`config.mk`:
```
export PLATFORM = sky130hd
export DESIGN_NAME = pcm_out_writer
export DESIGN_NICKNAME = d
export VERILOG_FILES = /design/src/rtl/pcm_out_writer.sv
export SDC_FILE = /design/constraint.sdc
export NUM_CORES = 1
export LEC_CHECK = 0
export ABC_AREA = 1
export CORE_ASPECT_RATIO = 0.7
export CORE_MARGIN = 2
export CORE_UTILIZATION = 46
export CTS_BUF_LIST = sky130_fd_sc_hd__clkbuf_8
export DETAILED_ROUTE_END_ITERATION = 10
export GPL_TIMING_DRIVEN = 0
export PLACE_DENSITY = 0.82
export SYNTH_ARGS = -nofsm -noshare
export SYNTH_HDL_FRONTEND = slang
export SYNTH_SLANG_ARGS = --single-unit
```
`constraint.sdc`:
```
create_clock -name clk -period 2.15 [get_ports clk]
set_input_delay 0.3225 -clock clk [delete_from_list [all_inputs] [get_ports clk]]
set_output_delay 0.3225 -clock clk [all_outputs]
set_load 0.05 [all_outputs]
```
`src/rtl/pcm_out_writer.sv`:
```
// Producer side of the stereo PCM ring: writes handshaked sample pairs at a
// free-running pointer, throttled by the playback read address.
module pcm_out_writer #(
    parameter int ADDRESS_WIDTH = 10,
    parameter int DATA_WIDTH    = 16,
    parameter int GRANULE_LEN   = 576
) (
    input  logic                     clk,
    input  logic                     rst_n,
    input  logic                     in_valid,
    output logic                     in_ready,
    input  logic [DATA_WIDTH-1:0]    in_ch0,
    input  logic [DATA_WIDTH-1:0]    in_ch1,
    input  logic                     in_last,
    input  logic [ADDRESS_WIDTH-1:0] rd_addr,
    output logic                     wr_en,
    output logic [ADDRESS_WIDTH-1:0] wr_addr,
    output logic [DATA_WIDTH-1:0]    wr_d_ch0,
    output logic [DATA_WIDTH-1:0]    wr_d_ch1,
    output logic [ADDRESS_WIDTH-1:0] fill,
    output logic                     gr_done,
    output logic                     underrun,
    output logic                     len_err
);

    localparam logic [ADDRESS_WIDTH-1:0] CNT_LAST = ADDRESS_WIDTH'(GRANULE_LEN - 1);
    // Playback starts one granule behind the writer (pre-roll).
    localparam logic [ADDRESS_WIDTH-1:0] RD_INIT  = ADDRESS_WIDTH'((2 ** ADDRESS_WIDTH) - GRANULE_LEN);

    typedef enum logic [1:0] {ST_RUN, ST_FULL, ST_DONE} st_t;

    st_t                     st_q, st_d;
    logic [ADDRESS_WIDTH-1:0] wp_q, wp_d;
    logic [ADDRESS_WIDTH-1:0] cnt_q, cnt_d;
    logic [ADDRESS_WIDTH-1:0] rd_q, rd_d;
    logic                     empty_q, empty_d;
    logic                     wr_en_q, wr_en_d;
    logic [ADDRESS_WIDTH-1:0] wr_addr_q, wr_addr_d;
    logic [DATA_WIDTH-1:0]    wr_d_ch0_q, wr_d_ch0_d;
    logic [DATA_WIDTH-1:0]    wr_d_ch1_q, wr_d_ch1_d;
    logic                     gr_done_q, gr_done_d;
    logic                     underrun_q, underrun_d;
    logic                     len_err_q, len_err_d;

    logic [ADDRESS_WIDTH-1:0] fill_w;
    logic                     full_w;
    logic                     empty_w;
    logic                     xfer_w;

    assign fill_w   = wp_q - rd_addr;
    assign full_w   = (fill_w == '1);
    assign empty_w  = (fill_w == '0);
    assign in_ready = (st_q == ST_RUN) && !full_w;
    assign xfer_w   = in_valid && in_ready;

    always_comb begin
        st_d       = st_q;
        wp_d       = wp_q;
        cnt_d      = cnt_q;
        rd_d       = rd_addr;
        empty_d    = empty_w;
        wr_en_d    = 1'b0;
        wr_addr_d  = wr_addr_q;
        wr_d_ch0_d = wr_d_ch0_q;
        wr_d_ch1_d = wr_d_ch1_q;
        gr_done_d  = 1'b0;
        len_err_d  = len_err_q;
        // Playback moved on while the previous cycle saw an empty ring.
        underrun_d = underrun_q | ((rd_addr != rd_q) && empty_q);

        case (st_q)
            ST_RUN: begin
                if (xfer_w) begin
                    wr_en_d    = 1'b1;
                    wr_addr_d  = wp_q;
                    wr_d_ch0_d = in_ch0;
                    wr_d_ch1_d = in_ch1;
                    wp_d       = wp_q + ADDRESS_WIDTH'(1);
                    if (in_last) begin
                        cnt_d = '0;
                        st_d  = ST_DONE;
                        if (cnt_q != CNT_LAST) begin
                            len_err_d = 1'b1;
                        end
                    end else if (cnt_q == CNT_LAST) begin
                        cnt_d     = '0;
                        len_err_d = 1'b1;
                    end else begin
                        cnt_d = cnt_q + ADDRESS_WIDTH'(1);
                    end
                end else if (full_w && in_valid) begin
                    st_d = ST_FULL;
                end
            end
            ST_FULL: begin
                if (!full_w) begin
                    st_d = ST_RUN;
                end
            end
            ST_DONE: begin
                gr_done_d = 1'b1;
                st_d      = ST_RUN;
            end
            default: st_d = ST_RUN;
        endcase
    end

    always_ff @(posedge clk or negedge rst_n) begin
        if (!rst_n) begin
            st_q       <= ST_RUN;
            wp_q       <= '0;
            cnt_q      <= '0;
            rd_q       <= RD_INIT;
            empty_q    <= 1'b0;
            wr_en_q    <= 1'b0;
            wr_addr_q  <= '0;
            wr_d_ch0_q <= '0;
            wr_d_ch1_q <= '0;
            gr_done_q  <= 1'b0;
            underrun_q <= 1'b0;
            len_err_q  <= 1'b0;
        end else begin
            st_q       <= st_d;
            wp_q       <= wp_d;
            cnt_q      <= cnt_d;
            rd_q       <= rd_d;
            empty_q    <= empty_d;
            wr_en_q    <= wr_en_d;
            wr_addr_q  <= wr_addr_d;
            wr_d_ch0_q <= wr_d_ch0_d;
            wr_d_ch1_q <= wr_d_ch1_d;
            gr_done_q  <= gr_done_d;
            underrun_q <= underrun_d;
            len_err_q  <= len_err_d;
        end
    end

    assign wr_en    = wr_en_q;
    assign wr_addr  = wr_addr_q;
    assign wr_d_ch0 = wr_d_ch0_q;
    assign wr_d_ch1 = wr_d_ch1_q;
    assign fill     = fill_w;
    assign gr_done  = gr_done_q;
    assign underrun = underrun_q;
    assign len_err  = len_err_q;

endmodule

```
; Word-level counts from Yosys, hierarchy flattened
; Cells that the tools add are included.
[totals]
register_bits = 79
in_bits = 46
output_inout_bits = 57
[op_classes]
add_sub_neg = 3
n_eq_ne = 10
mux = 13
bitwise = 1
n_reduce_logical = 11
[op_table]
columns = operator, n
row1 = "10-bit by 1-bit adder with 10-bit output, second input constant", 2
row2 = "10-bit == test, second input constant", 2
row3 = 10-bit two-way mux, 2
row4 = 10-bit logical NOT, 1
row5 = 10-bit != test, 1
row6 = "10-bit != test, second input constant", 1
row7 = 10-bit subtractor, 1
row8 = 2-bit two-way mux, 4
row9 = 1-bit two-way mux, 6
row10 = 1-bit logical AND, 4
row11 = 2-bit case mux with 2 select lines, 1
row12 = 4-bit AND reduction, 1
row13 = "3-bit by 2-bit != test with 1-bit output, second input constant", 1
row14 = "3-bit != test, second input constant", 1
row15 = 3-bit AND reduction, 1
row16 = "2-bit by 1-bit == test with 1-bit output, second input constant", 1
row17 = "2-bit == test, second input constant", 1
row18 = 2-bit logical NOT, 1
row19 = "2-bit by 1-bit != test with 1-bit output, second input constant", 1
row20 = "2-bit != test, second input constant", 1
row21 = 2-bit AND reduction, 1
row22 = 2-bit nonzero test, 1
row23 = 1-bit logical NOT, 1
row24 = 1-bit bitwise OR, 1

; Longest topological paths before layout
[depth]
depth_word = 7
ltp_mapped = 19
ltp_nobuf = 18

; Least setup slack after synthesis
; No wires, ideal clock.
[synth_timing]
path_kind = reg2out
start = register wp_q[0]
end = output port in_ready
arrival_ns = 2.485
path_slack_ns = -0.658
stages_incl_launch_ff = 13
path_cell_list = dfrtp_1 inv_1 ha_1 inv_1 fa_1 nand2_1 nor2_1 nand3_1 nor2_1 nand2_2 nor2_4 nand2_4 and3_1
[synth_between]
elab_chain_len = 4
[synth_rtl]
columns = element, line_no
row1 = "start, declared", 33  ; logic [ADDRESS_WIDTH-1:0] wp_q, wp_d;
row2 = "start signal, assigned", 124  ; wp_q <= wp_d;
row3 = 10-bit subtractor, 50  ; assign fill_w = wp_q - rd_addr;
row4 = net fill[1], 20  ; output logic [ADDRESS_WIDTH-1:0] fill,
row5 = 10-bit == test, 51  ; assign full_w = (fill_w == '1);
row6 = 1-bit logical NOT, n/a
row7 = 1-bit logical AND, 53  ; assign in_ready = (st_q == ST_RUN) && !full_w;
row8 = "end, declared", 11  ; output logic in_ready,
; The timed path passes the listed nets, and every way through them passes these cells.

; Final worst setup path
[layout_timing]
start = register wp_q[0]
end = output port in_ready
[layout_between]
elab_chain_len = 4
[layout_rtl]
columns = element, line_no
row1 = 10-bit subtractor, 50
row2 = 10-bit == test, 51
row3 = 1-bit logical NOT, n/a
row4 = 1-bit logical AND, 53
; Every way passes these cells.

==> results summary <==
After synthesis, the largest family of logic cells by area is simple AND/OR/NAND/NOR gates. Walking the worst path, the cells encountered are inv_2 -> ha_4 -> inv_4 -> fa_2 -> nand2_1 -> nor2_1 -> nand3_1 -> nor2_1 -> nand2_2 -> nor2_4 -> nand2_4 -> and3_4 -> buf_6. The synthesized netlist cell count is a little under 500. The initial detailed-routing violation count is ~380. The final layout contains routed wiring with a total length of between 10,000 and 15,000 um.

The worst register-to-register path begins at wp_q[0]$_DFFE_PN0P_. The startpoint-to-endpoint class of the critical path is reg2out. After floorplanning, the core was divided into 28 placement rows.

The peak per-stage delay on the critical path is 0.53 ns. The count of yosys warnings during synthesis came out at 0. Counting every net in the synthesized netlist gives 552. The maximum fanout count along the critical path came out at 2.

The library cell used most frequently in the layout, excluding fill and tap cells, is sky130_fd_sc_hd__nand2_1. The wire length of the first global-routing pass came out at 19,300 um. The repair_antennas step left the layout with diodes totalling 0. The TritonCTS clock tree is built. The worst-case hold slack is between 0.1 and 0.15 ns. The worst setup timing slack at the placement stage came out at -1.40 ns. The placer's final routability congestion estimate came out at 0.854. The core region is 8510 um2. The critical path capture point is in_ready. The cell depth of the worst setup path is 13. The non-filler instance count after layout came out at 763.

The simple logic cell fraction of the synthesized area is 0.315. The area enclosed by the die boundary is 9630 um2. Of the total synthesized cell area, the portion taken by full adders, half adders and majority gates is 0.0387. The number of max-cap violations is 0.

The number of buffers on the longest clock path is 2. The synthesized-area fraction occupied by ao, oa, aoi and oai cells is 0.0461. Among the stages of the critical path, the cell type that occurs most often is sky130_fd_sc_hd__nor2_1. The first-pass detailed-route iteration total came out at 5. The kind of cell with the highest combined delay on the critical path is simple AND/OR/NAND/NOR gates. The critical path buffer and inverter count is 3. The count of port buffers added during placement came out at between 100 and 150. Tracing the worst setup path back leads to its startpoint at wp_q[0]$_DFFE_PN0P_. The sequential-to-total area share from yosys stat is 0.486. The maximum number of pins on one net before global-route repair came out at 58. The fill cell instance count of the final layout came out at around 540. The leakage power figure is 3.01 nW.

The detail route stage leaves a number of antenna-violating nets equal to 0. The count of nets after finishing is a little under 700. The final critical-path required period came out at 2.88 ns. Setup repair after global routing could not meet its margin everywhere. The flop-to-flop setup slack came out at -0.68 ns. Of the total synthesized cell area, the portion taken by XOR and XNOR cells is 0.0301.

The count of unresolved DRC violations after routing is 0. The actual transition at the worst max-transition pin came out at 0.827 ns. The post-DP HPWL is 7400 um.

The count of vias placed by the detailed router is 4,174. The number of I/O pins is 103. The number of cells on the worst reg-to-reg path is 18. The maximum operating frequency came out at between 0.3 and 0.4 GHz. Dividing the detail-routed wire length by the instance count gives 18.4 um. In this run the critical register-to-register path is captured at cnt_q[3]$_DFFE_PN0P_.

The cell area that synthesis handed to floorplanning was 4070 um2. The mean instance size in the synthesized netlist is 8.24 um2. The starting density of the core is 0.478. The count of different cell masters after synthesis is 34. The chip height came out at between 80 and 90 um. In the synthesized netlist the dominant register cell turns out to be sky130_fd_sc_hd__dfrtp_1. The worst min-delay path category is in2reg. The total setup violations reported at the end of the flow is 76.

The total number of clock tree sinks is between 70 and 80. The proportion of synthesized flip-flops having asynchronous set or reset is 1.00. The final critical-path setup slack came out at -0.730 ns. The number of antenna violations at the first check in global routing is 0. The final standard cell utilization of the core came out at 0.735.

The clock-pin slew on the worst setup and hold paths is roughly 0.090 ns. Data on the critical path arrives at its endpoint at 2.56 ns. The power per standard cell area is ~1500 nW/um2.

The TritonCTS buffer count is 9. The via count of the first global-routing pass was 3,940. The type of element launching the critical path is a flop. The capturing element type of the critical path is a primary output. The area added between synthesis and finish came out at 53.7%. The number of enable-type register cells in the synthesized netlist is 0.

The H-tree depth came out at 3. The cell chosen for the clock root is sky130_fd_sc_hd__clkbuf_8. The worst voltage drop across the vdd grid is a little over 0.9 mV.

The count of endpoints failing hold in the final timing report came out at 0. Measured against the total synthesized area, the mux share comes to 0. The headroom to the max-slew limit is 0.444. The checks that failed: negative setup slack. In the layout the commonest cells are 156 x sky130_fd_sc_hd__nand2_1, 84 x sky130_fd_sc_hd__clkdlybuf4s50_1, 73 x sky130_fd_sc_hd__dfrtp_1, 45 x sky130_fd_sc_hd__inv_1, 42 x sky130_fd_sc_hd__nand2_2. The clock latency on the worst-skew pair is 0.37 ns. The total routing resource utilization after global routing is 0.264. The number of register bits inferred by synthesis is 79. The largest clock skew in the final design is 0.00998 ns. For this design, the slowest cell found on the critical path is sky130_fd_sc_hd__fa_2. The data required time at the worst endpoint is 1.83 ns. The placed cell count is 717.

The global route total overflow came out at 0. Dividing the final minimum period by the clock period gives 1.34. The post-detailed-route via-to-cell ratio is 5.47. The number of max-slew violations in the final report came out at 0.

The width of the die is 116 um. The run finished, with violations left. In the final layout, the share of cells above drive strength 1 is 0.283.
==> kinds of logic (layout without fill, tap and decap cells) <==
family,Yosys count,count (layout)
AO/OA/AOI/OAI,34,34
XOR/XNOR,14,14
adder cells (fa/ha/maj),12,12
flip-flops,79,79
buffers and inverters,73,222
AND/OR/NAND/NOR,282,282
==> synthesized netlist by cell type (3+ instances only) <==
master / instances / area [um2]
sky130_fd_sc_hd__dfstp_2: 3 / 78.8
sky130_fd_sc_hd__buf_2: 7 / 35.0
sky130_fd_sc_hd__nor2_1: 20 / 75.1
sky130_fd_sc_hd__or2_2: 7 / 43.8
sky130_fd_sc_hd__dfrtp_1: 76 / 1900
sky130_fd_sc_hd__ha_1: 11 / 138
sky130_fd_sc_hd__inv_1: 58 / 218
sky130_fd_sc_hd__a21oi_1: 4 / 20.0
sky130_fd_sc_hd__xor2_1: 12 / 105
sky130_fd_sc_hd__nand3_2: 5 / 50.1
sky130_fd_sc_hd__o21ai_0: 25 / 125
sky130_fd_sc_hd__nand2_2: 26 / 163
sky130_fd_sc_hd__nor3_1: 8 / 40.0
sky130_fd_sc_hd__nand4_1: 6 / 37.5
sky130_fd_sc_hd__nand2_1: 177 / 664
sky130_fd_sc_hd__nand3_1: 20 / 100
sky130_fd_sc_hd__nor4_1: 5 / 31.3
==> area by class of cell <==
type	instances	area, um2	area share
tap	120	150	0.0240
clock inverter	7	61.3	0.00980
multi-input combinational	342	2040	0.326
inverter	60	230	0.0368
timing repair buffer	133	1470	0.234
buffer	13	205	0.0328
clock buffer	9	124	0.0198
sequential	79	1980	0.317
==> power breakdown <==
group / internal, mW / switching (mW)
sequential: 1.96 / 0.367
combinational: 2.41 / 3.78
clock: 0.441 / 0.642
total: 4.81 / 4.79
==> worst min-delay path by stage <==
stage | startpoint | to | slack [ns] | cells after the start
finish | rd_addr[4] | rd_q[4]$_DFF_PN0_ | 0.11 | 1
global route | rd_addr[4] | rd_q[4]$_DFF_PN0_ | 0.11 | 1
CTS | rd_addr[6] | rd_q[6]$_DFF_PN1_ | 0.21 | 1
detailed placement | rst_n | wr_d_ch1[3]$_DFFE_PN0P_ | 0.24 | 1
global placement | len_err$_DFFE_PN0P_ | len_err$_DFFE_PN0P_ | 0.44 | 2
floorplan | rst_n | cnt_q[0]$_DFFE_PN0P_ | 0.03 | 0
==> repair_timing <==
item / CTS / global route
gates cloned: 6 / 0
pin swaps: 9 / 19
resized for setup: 139 / 62
endpoints found under the setup margin: 78 / 77
buffers inserted: 12 / 12
endpoints found under the hold margin: 19 / 0
hold buffers: 1 / 0
==> flip-flops by register name, indices dropped and copies added (netlist names) <==
register	flops
cnt_q	10
empty_q	1
gr_done	1
len_err	1
rd_q	10
st_q	2
underrun	1
wp_q	10
wr_addr	10
wr_d_ch0	16
wr_d_ch1	16
wr_en	1
==> worst register-to-register path, stage by stage, from the launching register on <==
cell,delay (ns)
sky130_fd_sc_hd__dfrtp_1,0.40
sky130_fd_sc_hd__inv_2,0.09
sky130_fd_sc_hd__ha_4,0.14
sky130_fd_sc_hd__inv_4,0.03
sky130_fd_sc_hd__fa_2,0.53
sky130_fd_sc_hd__nand2_1,0.06
sky130_fd_sc_hd__nor2_1,0.13
sky130_fd_sc_hd__nand3_1,0.11
sky130_fd_sc_hd__nor2_1,0.15
sky130_fd_sc_hd__nand2_2,0.08
sky130_fd_sc_hd__nor2_4,0.11
sky130_fd_sc_hd__nand2_4,0.07
sky130_fd_sc_hd__buf_4,0.16
sky130_fd_sc_hd__nand2_8,0.08
sky130_fd_sc_hd__buf_8,0.13
sky130_fd_sc_hd__buf_12,0.11
sky130_fd_sc_hd__clkbuf_8,0.14
sky130_fd_sc_hd__nand2_1,0.09
sky130_fd_sc_hd__o21ai_0,0.13
==> metal layers <==
layer,vias up,part of all wire,global-route usage
met5,-,0,0
met4,0,0.057,0.102
met3,107,0.090,0.0693
met2,293,0.47,0.431
met1,1949,0.38,0.340
li1,1825,-,-
==> stage by stage <==
step           power, mW  TNS, ns  area, um2
4_1_cts             8.86   -27.92       6000
6_report            9.60   -38.36       6260
5_1_grt             9.98   -46.75       6260
2_1_floorplan       5.51   -25.96       4090
3_5_place_dp        7.04   -63.33       5290
3_3_place_gp        6.92  -213.10       5260
No activity file was read; power rests on OpenSTA's default activity.
